### config.mk
export PLATFORM = sky130hd
export DESIGN_NAME = mult_div_unit_flat
export DESIGN_NICKNAME = d
export VERILOG_FILES = /design/src/rtl/mult_div_unit_pkg.sv /design/src/rtl/mult_div_unit_if.sv /design/src/rtl/mult_div_unit_div_step.sv /design/src/rtl/mult_div_unit.sv /design/src/flat_wrapper.sv
export SDC_FILE = /design/constraint.sdc
export NUM_CORES = 1
export LEC_CHECK = 0
export BUFFER_PORTS_ARGS = -buffer_cell sky130_fd_sc_hd__buf_2
export CORE_MARGIN = 10
export CORE_UTILIZATION = 55
export CTS_BUF_LIST = sky130_fd_sc_hd__clkbuf_4 sky130_fd_sc_hd__clkbuf_8 sky130_fd_sc_hd__clkbuf_16
export DETAILED_ROUTE_END_ITERATION = 10
export GPL_TIMING_DRIVEN = 0
export PLACE_DENSITY = 0.84
export SLEW_MARGIN = 0
export SYNTH_ARGS = -nofsm -noshare
export SYNTH_HDL_FRONTEND = slang
export SYNTH_SLANG_ARGS = --single-unit
### constraint.sdc
create_clock -name clk -period 6.5 [get_ports clk]
set_input_delay 1.3 -clock clk [delete_from_list [all_inputs] [get_ports clk]]
set_output_delay 1.3 -clock clk [all_outputs]
set_load 0.005 [all_outputs]
### src/rtl/mult_div_unit_pkg.sv
// Shared definitions for the multiply/divide engine: op and state encodings.
// The optional single-cycle multiply path is enabled by MULT_DIV_FAST_MULT_EN.
package mult_div_unit_pkg;

    typedef enum logic [1:0] {
        MD_OP_MULT  = 2'b00,
        MD_OP_MULTU = 2'b01,
        MD_OP_DIV   = 2'b10,
        MD_OP_DIVU  = 2'b11
    } md_op_t;

    typedef enum logic [1:0] {
        MD_IDLE,
        MD_CALC,
        MD_FIX,
        MD_DONE
    } md_state_t;

    function automatic logic op_is_signed(input md_op_t op);
        return (op == MD_OP_MULT) || (op == MD_OP_DIV);
    endfunction

    function automatic logic op_is_div(input md_op_t op);
        return (op == MD_OP_DIV) || (op == MD_OP_DIVU);
    endfunction

endpackage

### src/rtl/mult_div_unit_if.sv
// Start/busy/done handshake between the EX stage and the multiply/divide engine.
interface mult_div_unit_if #(
    parameter int DATA_WIDTH = 32
);
    logic                      start;
    logic                      flush;
    logic [1:0]                op;
    logic [DATA_WIDTH-1:0]     operand_1;
    logic [DATA_WIDTH-1:0]     operand_2;
    logic                      busy;
    logic                      done;
    logic [2*DATA_WIDTH-1:0]   result;

    modport master (
        output start, flush, op, operand_1, operand_2,
        input  busy, done, result
    );

    modport slave (
        input  start, flush, op, operand_1, operand_2,
        output busy, done, result
    );
endinterface

### src/rtl/mult_div_unit_div_step.sv
// One combinational restoring-divide iteration: shift in the next dividend bit,
// trial-subtract the divisor and keep the difference when it is non-negative.
module mult_div_div_step #(
    parameter int DATA_WIDTH = 32
) (
    input  logic [DATA_WIDTH-1:0] rem,
    input  logic                  dividend_bit,
    input  logic [DATA_WIDTH-1:0] divisor,
    output logic [DATA_WIDTH-1:0] rem_next,
    output logic                  q_bit
);
    logic [DATA_WIDTH:0] shifted;
    logic [DATA_WIDTH:0] diff;

    // rem < divisor, so shifted < 2*divisor and the top bit of diff is a true sign
    assign shifted  = {rem, dividend_bit};
    assign diff     = shifted - {1'b0, divisor};
    assign q_bit    = ~diff[DATA_WIDTH];
    assign rem_next = q_bit ? diff[DATA_WIDTH-1:0] : shifted[DATA_WIDTH-1:0];
endmodule

### src/rtl/mult_div_unit.sv
// Multi-cycle multiply/divide engine (shift-add multiply, restoring divide).
// Define MULT_DIV_FAST_MULT_EN for a single-cycle MULT/MULTU path.
module mult_div_unit
    import mult_div_unit_pkg::*;
#(
    parameter int DATA_WIDTH = 32
) (
    input  logic            clk,
    input  logic            rst,
    mult_div_unit_if.slave  bus
);
    localparam int W     = DATA_WIDTH;
    localparam int CNT_W = $clog2(DATA_WIDTH) + 1;

    md_state_t        state;
    logic             is_div_q;
    logic             sign_a;
    logic             sign_b;
    logic [W-1:0]     opa;
    logic [W-1:0]     opb;
    logic [2*W-1:0]   acc;
    logic [CNT_W-1:0] cnt;
    logic             busy_q;
    logic             done_q;
    logic [2*W-1:0]   result_q;

    md_op_t           op_in;
    logic             in_signed;
    logic             neg_1;
    logic             neg_2;
    logic [W-1:0]     abs_1;
    logic [W-1:0]     abs_2;

    assign op_in     = md_op_t'(bus.op);
    assign in_signed = op_is_signed(op_in);
    assign neg_1     = in_signed & bus.operand_1[W-1];
    assign neg_2     = in_signed & bus.operand_2[W-1];
    assign abs_1     = neg_1 ? -bus.operand_1 : bus.operand_1;
    assign abs_2     = neg_2 ? -bus.operand_2 : bus.operand_2;

    // Multiply: multiplier sits in acc low half and is consumed LSB first while
    // partial sums accumulate in the high half and shift right.
    logic [W:0]     mul_sum;
    logic [2*W-1:0] mul_next;
    assign mul_sum  = {1'b0, acc[2*W-1:W]} + {1'b0, (acc[0] ? opa : {W{1'b0}})};
    assign mul_next = {mul_sum, acc[W-1:1]};

    // Divide: acc = {partial remainder, dividend bits shifting out / quotient bits shifting in}.
    logic [W-1:0]   rem_next;
    logic           q_bit;
    logic [2*W-1:0] div_next;

    mult_div_div_step #(
        .DATA_WIDTH(W)
    ) u_div_step (
        .rem          (acc[2*W-1:W]),
        .dividend_bit (acc[W-1]),
        .divisor      (opb),
        .rem_next     (rem_next),
        .q_bit        (q_bit)
    );

    assign div_next = {rem_next, acc[W-2:0], q_bit};

    logic [W-1:0]   q_abs;
    logic [W-1:0]   r_abs;
    logic [W-1:0]   raw_a;
    logic [2*W-1:0] fix_result;

    assign q_abs = acc[W-1:0];
    assign r_abs = acc[2*W-1:W];
    assign raw_a = sign_a ? -opa : opa;

    always_comb begin
        fix_result = '0;
        if (is_div_q) begin
            if (opb == '0) begin
                fix_result = {raw_a, {W{1'b1}}};
            end else begin
                fix_result = {(sign_a ? -r_abs : r_abs), ((sign_a ^ sign_b) ? -q_abs : q_abs)};
            end
        end else begin
            fix_result = (sign_a ^ sign_b) ? -acc : acc;
        end
    end

    logic           fast_accept;
    logic [2*W-1:0] fast_prod;
`ifdef MULT_DIV_FAST_MULT_EN
    logic [2*W-1:0] ext_1;
    logic [2*W-1:0] ext_2;
    assign ext_1       = {{W{neg_1}}, bus.operand_1};
    assign ext_2       = {{W{neg_2}}, bus.operand_2};
    assign fast_accept = ~op_is_div(op_in);
    assign fast_prod   = ext_1 * ext_2;
`else
    assign fast_accept = 1'b0;
    assign fast_prod   = '0;
`endif

    always_ff @(posedge clk or posedge rst) begin
        if (rst) begin
            state    <= MD_IDLE;
            is_div_q <= 1'b0;
            sign_a   <= 1'b0;
            sign_b   <= 1'b0;
            opa      <= '0;
            opb      <= '0;
            acc      <= '0;
            cnt      <= '0;
            busy_q   <= 1'b0;
            done_q   <= 1'b0;
            result_q <= '0;
        end else if (bus.flush) begin
            state  <= MD_IDLE;
            busy_q <= 1'b0;
            done_q <= 1'b0;
        end else begin
            case (state)
                MD_IDLE: begin
                    if (bus.start) begin
                        is_div_q <= op_is_div(op_in);
                        sign_a   <= neg_1;
                        sign_b   <= neg_2;
                        opa      <= abs_1;
                        opb      <= abs_2;
                        acc      <= {{W{1'b0}}, (op_is_div(op_in) ? abs_1 : abs_2)};
                        cnt      <= '0;
                        if (fast_accept) begin
                            result_q <= fast_prod;
                            done_q   <= 1'b1;
                            state    <= MD_DONE;
                        end else begin
                            busy_q <= 1'b1;
                            state  <= MD_CALC;
                        end
                    end
                end
                MD_CALC: begin
                    acc <= is_div_q ? div_next : mul_next;
                    if (cnt == CNT_W'(W - 1)) begin
                        state <= MD_FIX;
                    end else begin
                        cnt <= cnt + CNT_W'(1);
                    end
                end
                MD_FIX: begin
                    result_q <= fix_result;
                    busy_q   <= 1'b0;
                    done_q   <= 1'b1;
                    state    <= MD_DONE;
                end
                MD_DONE: begin
                    done_q <= 1'b0;
                    state  <= MD_IDLE;
                end
                default: state <= MD_IDLE;
            endcase
        end
    end

    // A flush arriving in the DONE cycle must still hide the pulse from EX.
    assign bus.busy   = busy_q;
    assign bus.done   = done_q & ~bus.flush;
    assign bus.result = result_q;
endmodule

### src/flat_wrapper.sv
// flat-port wrapper written by rule: the top's interface ports become plain ports
module mult_div_unit_flat import mult_div_unit_pkg::*;
#(
    parameter int DATA_WIDTH = 32
)
  (clk, rst, bus_start, bus_flush, bus_op, bus_operand_1, bus_operand_2, bus_busy, bus_done, bus_result);
  mult_div_unit_if #(.DATA_WIDTH(DATA_WIDTH)) bus_i ();
  input  logic clk;
  input  logic rst;
  input wire logic [$bits(bus_i.start)-1:0] bus_start;
  input wire logic [$bits(bus_i.flush)-1:0] bus_flush;
  input wire logic [$bits(bus_i.op)-1:0] bus_op;
  input wire logic [$bits(bus_i.operand_1)-1:0] bus_operand_1;
  input wire logic [$bits(bus_i.operand_2)-1:0] bus_operand_2;
  output wire logic [$bits(bus_i.busy)-1:0] bus_busy;
  output wire logic [$bits(bus_i.done)-1:0] bus_done;
  output wire logic [$bits(bus_i.result)-1:0] bus_result;
  assign bus_i.start = bus_start;
  assign bus_i.flush = bus_flush;
  assign bus_i.op = bus_op;
  assign bus_i.operand_1 = bus_operand_1;
  assign bus_i.operand_2 = bus_operand_2;
  assign bus_busy = bus_i.busy;
  assign bus_done = bus_i.done;
  assign bus_result = bus_i.result;
  mult_div_unit #(.DATA_WIDTH(DATA_WIDTH)) u_core (.clk(clk), .rst(rst), .bus(bus_i));
endmodule
# == After elaboration in Yosys (flattened, before gate mapping) ==
# Index checks and enable logic that the tools add are counted.
# op_classes
n_addsub,9
n_reduce_logical,14
n_eq_ne,10
bitwise,6
muxes,26
# op_table
op,n
two-way mux 64 bit,5
two-way mux 32 bit,8
negator 32 bit,5
case mux 64 bit (2 select lines),1
negator 64 bit,1
adder 32 x 32 -> 33 bit,1
subtractor 33 x 32 -> 33 bit,1
zero test 32 bit,1
two-way mux 6 bit,2
case mux 6 bit (2 select lines),1
"== test 2 bit, second input constant",4
case mux 2 bit (4 select lines),1
"adder 6 x 1 -> 6 bit, second input constant",1
"== test 6 x 5 -> 1 bit, second input constant",1
two-way mux 2 bit,3
AND reduction 2 bit,3
AND reduction 3 bit,2
nonzero test 3 bit,2
zero test 2 bit,2
"inequality test 2 bit, second input constant",2
case mux 1 bit (2 select lines),2
AND reduction 4 bit,1
AND 1 bit,3
two-way mux 1 bit,3
other kinds (7),9
# totals
wordCells,76
ff_bits,205
in_bits,70

# == Depth between registers and ports, before layout ==
# depth
word_depth,7
depth_mapped,15

# == Modules after synthesis ==
# A second synthesis with hierarchy kept.
# hier_totals
hier_cells,2094
area_unflattened_um2,17280.3
# modules_own_cells
mod,cells_per_inst,instances,area_each_um2
mult_div_unit,1789,1,14921.8
mult_div_div_step,305,1,2358.5

# == Worst setup path before layout ==
# No wires, ideal clock.
# synth_timing
kind,input to register
startpoint,input port bus_operand_1[8]
endpoint,register u_core.acc[29]
setup_ps,126
t_arrival_ps,3448
cell_stages,9
required_time_ps,6374
slack_ps,2926
path_cell_list,or3_1 > or4_1 > nor3_2 > nand2_1 > o31a_1 > xnor2_1 > a21oi_1 > a221oi_1 > nor2_1
# synth_between
elab_chain_cells,5
# synth_rtl
item,line_no,rtl
from (decl),flat_wrapper.sv:13,input wire logic [$bits(bus_i.operand_1)-1:0] bus_operand_1;
negator 32 bit,mult_div_unit.sv:38,assign abs_1 = neg_1 ? -bus.operand_1 : bus.operand_1;
two-way mux 32 bit,mult_div_unit.sv:38,
two-way mux 32 bit,mult_div_unit.sv:127,"acc <= {{W{1'b0}}, (op_is_div(op_in) ? abs_1 : abs_2)};"
two-way mux 64 bit,mult_div_unit.sv:121,if (bus.start) begin
case mux 64 bit (2 select lines),mult_div_unit.sv:119,case (state)
to (signal assigned),mult_div_unit.sv:127,
to (signal assigned),mult_div_unit.sv:140,acc <= is_div_q ? div_next : mul_next;
to (decl),mult_div_unit.sv:21,logic [2*W-1:0] acc;
# No other way between the ends. The select of a mux whose other input is x is not followed.
# A chain may end at the register's enable or synchronous reset.

# == Worst setup path in the final report ==
# layout_timing
startpoint,register u_core.acc[0]
endpoint,register u_core.acc[61]
# layout_between
elab_chain_cells,4
# layout_rtl
item,line_no,rtl
two-way mux 32 bit,mult_div_unit.sv:45,"assign mul_sum = {1'b0, acc[2*W-1:W]} + {1'b0, (acc[0] ? opa : {W{1'b0}})};"
adder 32 x 32 -> 33 bit,mult_div_unit.sv:45,
two-way mux 64 bit,mult_div_unit.sv:140,
case mux 64 bit (2 select lines),mult_div_unit.sv:119,
# No other way between the ends.

==> metrics.md <==
| Metric | Value |
|---|---|
| Post-cts resize count | 0 |
| Worst setup margin | 2080 ps |
| Drt first pass iters | 6 |
| Area share of the largest cell type after synthesis | 29.9% |
| Fillers | 2711 |
| Area growth syn-to-layout | 12.2% |
| Clk_skew | 13.9 ps |
| # DRC | 0 |
| TNS Setup | 0 ps |
| Synth top area cells | dfrtp_1 (30%), xnor2_1 (6.5%), o21ai_0 (6.5%) |
| Commonest non-fill, non-tap cells in the layout | nand2_1 (250), o21ai_0 (221), dfrtp_1 (205), a21oi_1 (193), nor2_1 (179) |
| IR drop worst, VDD | 0.000336 V |
| Hold WC Path Type | flip-flop to flip-flop |
| Min Clock Period, post-route | 4420 ps |
| CTS tree | done |
| Final setup fails | 0 |
| Total grt overflow | 0 |
| Post-synthesis instance total | 2174 |
| Ratio of cells with drive above 1 in the final layout | 9.39% |
| Sequential-to-total area share from yosys stat | 29.9% |
| Worst EP required | 6970 ps |
| Rel. slew slack | 21.8% |
| Final wirelength | 66100 µm |
| Number of global-route vias before repair | 17200 |
| Hold-fix buffer count after cts | 0 |
| Int Power | 5150 µW |
| Cell area power density | 548 nW/µm² |
| Gate power share | 61.1% |
| Crit path capture type | flip-flop |
| Chip height | 197 µm |
| Synth Register Bits | 205 |
| I/O pin count | 136 |
| RSZ-0062 raised after global routing | false |
| Die area | 38600 µm² |
| Final Hold Fails | 0 |
| First-pass GRT wire length | 100000 µm |
| Detailed-route via count | 18000 |
| Post-DR wirelength/cell | 24.1 µm |
| Commonest non-fill, non-tap cell in the layout | nand2_1 |
| Power, Total | 10500 µW |
| Post-Synth Simple-Gate Area | 19.7% |
| Clock Pin Slew Worst Setup and Hold Paths | 60 ps |
| Antenna fix cells | 0 |
| DR vias/cell | 6.55 |
| Die width | 197 µm |
| Total CTS buffers | 24 |
| Row cnt | 64 |
| Mean Syn Cell Area | 7.89 µm² |
| Clk network pwr share | 13.5% |
| Synth async-reset ratio | 100% |
| I/O Buffers | 135 |
| Clock sink count | 205 |
| NetSw | 5390 µW |
| Initial core utilization | 55.9% |
| Syn. warnings | 0 |
| Final core occ | 62.7% |
| Place WS | 2260 ps |
| Final instance area | 19200 µm² |
| Post-synth EDFFs | 0 |
| Outcome | finished clean |
| Critical path class | flip-flop to flip-flop |
| Count of cell types in the netlist | 77 |
| FMAX | 226 MHz |
| DRT antenna net count | 0 |
| Post-synth top area cell | dfrtp_1 |
| CTS max path bufs | 3 |
| Fin nets | 2487 |
| Synth Net Count | 2321 |
| Final Slew Violations | 0 |
| Synth Area in Compound Gates | 23.8% |
| Pin count of the biggest net entering global routing | 41 |
| Critical Path AT | 4880 ps |
| CTS root buffer | clkbuf_16 |
| Core region area | 30700 µm² |
| Max cap viols | 0 |
| Total track usage | 32.8% |
| Worst slew pin tran | 1160 ps |
| Initial antenna violation count | 0 |
| Post-synthesis xor/xnor area fraction | 11.6% |
| # H-tree levels | 1 |
| Startpoint types | flip-flop |
| Routability Congestion | 1.02 |
| Post-synthesis mux area share | 4.58% |
| Synthesized area | 17100 µm² |
| Clock Latency Late Sink | 550 ps |
| Largest family of logic cells by synthesized area | compound AO/OA/AOI/OAI gates |
| Initial DRC Count | 2110 |
| Static Leakage | 0.00836 µW |
| Switching share of power | 51.1% |
| Reg power frac | 25.3% |
| Final Cycle Share | 67.9% |
| Post-CTS Setup Bufs | 0 |
| Placed Area | 18400 µm² |
| Adder-Cell Fraction of Synth Area | 5.71% |
| Main flop type after synthesis | dfrtp_1 |
| Final HPWL DP | 52100 µm |
| Max Fanout on Critical Path | 8 |
[worst max-delay path, stage by stage, from the launching register on]
cell and delay [ps]:
dfrtp_1 660, inv_1 250, nor2_1 150, ha_1 210
inv_1 70, fa_1 370, nand2b_1 250, a21o_1 240
a211oi_1 410, a21oi_1 270, a31oi_1 520, a311o_1 370
o221ai_1 160, a21o_1 210, a22oi_1 180
[power by group through the flow]
stage	Clock, µW	Sequential, µW	Combinational [µW]
6_report	1430	2670	6440
5_1_grt	1480	2700	7020
4_1_cts	1430	2610	6300
3_5_place_dp	0	2630	6240
3_3_place_gp	0	2600	6120
2_1_floorplan	0	2290	4510
[state kept, by name, indices dropped and copies added (netlist names)]
register,count
u_core.acc,64
u_core.bus.result,64
u_core.opa,32
u_core.opb,32
u_core.cnt,6
u_core.state,2
u_core.bus.busy,1
u_core.done_q,1
u_core.is_div_q,1
u_core.sign_a,1
u_core.sign_b,1
[cells in the mapped netlist (all sizes together) (3+ instances only)]
| master | n |
|---|---|
| o211ai | 24 |
| a211oi | 19 |
| a21o | 30 |
| o31a | 5 |
| a41oi | 4 |
| a22oi | 14 |
| o41ai | 21 |
| dfrtp | 205 |
| nand2b | 35 |
| o21bai | 5 |
| nor4 | 27 |
| nor2b | 16 |
| buf | 17 |
| o21ai | 227 |
| o2111ai | 6 |
| nand2 | 250 |
| o221ai | 17 |
| and4 | 4 |
| o21a | 19 |
| xor2 | 100 |
| nand3 | 28 |
| nor3 | 41 |
| ha | 75 |
| or3 | 22 |
| or4 | 20 |
| a21oi | 193 |
| a211o | 6 |
| o31ai | 28 |
| clkbuf | 122 |
| or2 | 7 |
| a311oi | 4 |
| and2 | 37 |
| mux2i | 66 |
| inv | 70 |
| a31oi | 27 |
| nor2 | 179 |
| xnor2 | 127 |
| mux2 | 9 |
| nor3b | 3 |
| and3 | 10 |
| nand4 | 21 |
[through the flow]
step,cells,hold slack (ps)
after global routing,2749,503
after global placement,2705,458
after CTS,2749,478
after floorplan,2174,472
final,2749,475
after detailed placement,2710,466
[final timing paths]
check,start,endpoint,slack [ps],cells past startpoint
setup / recovery,u_core.acc[0],u_core.acc[61],2080,14
hold / removal,u_core.bus.result[55],u_core.bus.result[55],470,2
setup reg to reg,u_core.acc[0],u_core.acc[61],2080,14
hold reg to reg,u_core.bus.result[55],u_core.bus.result[55],470,2
max in group asynchronous,rst,u_core.opa[3],4780,4
min in group asynchronous,rst,u_core.acc[37],820,2
[kinds of logic (layout without fill, tap and decap cells)]
logic type                 after synthesis  in the layout
adders and majority gates               77             77
and+or+nand+nor                        709            709
buffers and inverters                  209            388
DFF                                    205            205
muxes                                   76             76
xor gates and xnor gates               227            227
AOI/OAI and AO/OA                      671            671
[per-layer routing]
layer  wire length (µm)  up-vias  track usage (%)
met5                  0        -                0
li1                   -     8097                -
met4               3710        0             16.1
met1              26800     8692             42.6
met3               5970      189             5.55
met2              29600     1024             52.0
[final cells by class]
class                      count  area, µm²  area share (%)
multi-input combinational   1760      11200            58.2
sequential                   205       5130            26.7
timing repair buffer         140        776            4.03
clock buffer                  33        693            3.60
buffer                       139        553            2.87
tap                          396        495            2.57
inverter                      70        267            1.38
clock inverter                 6        130           0.676
Note: power is estimated with default switching activity, not from simulation.
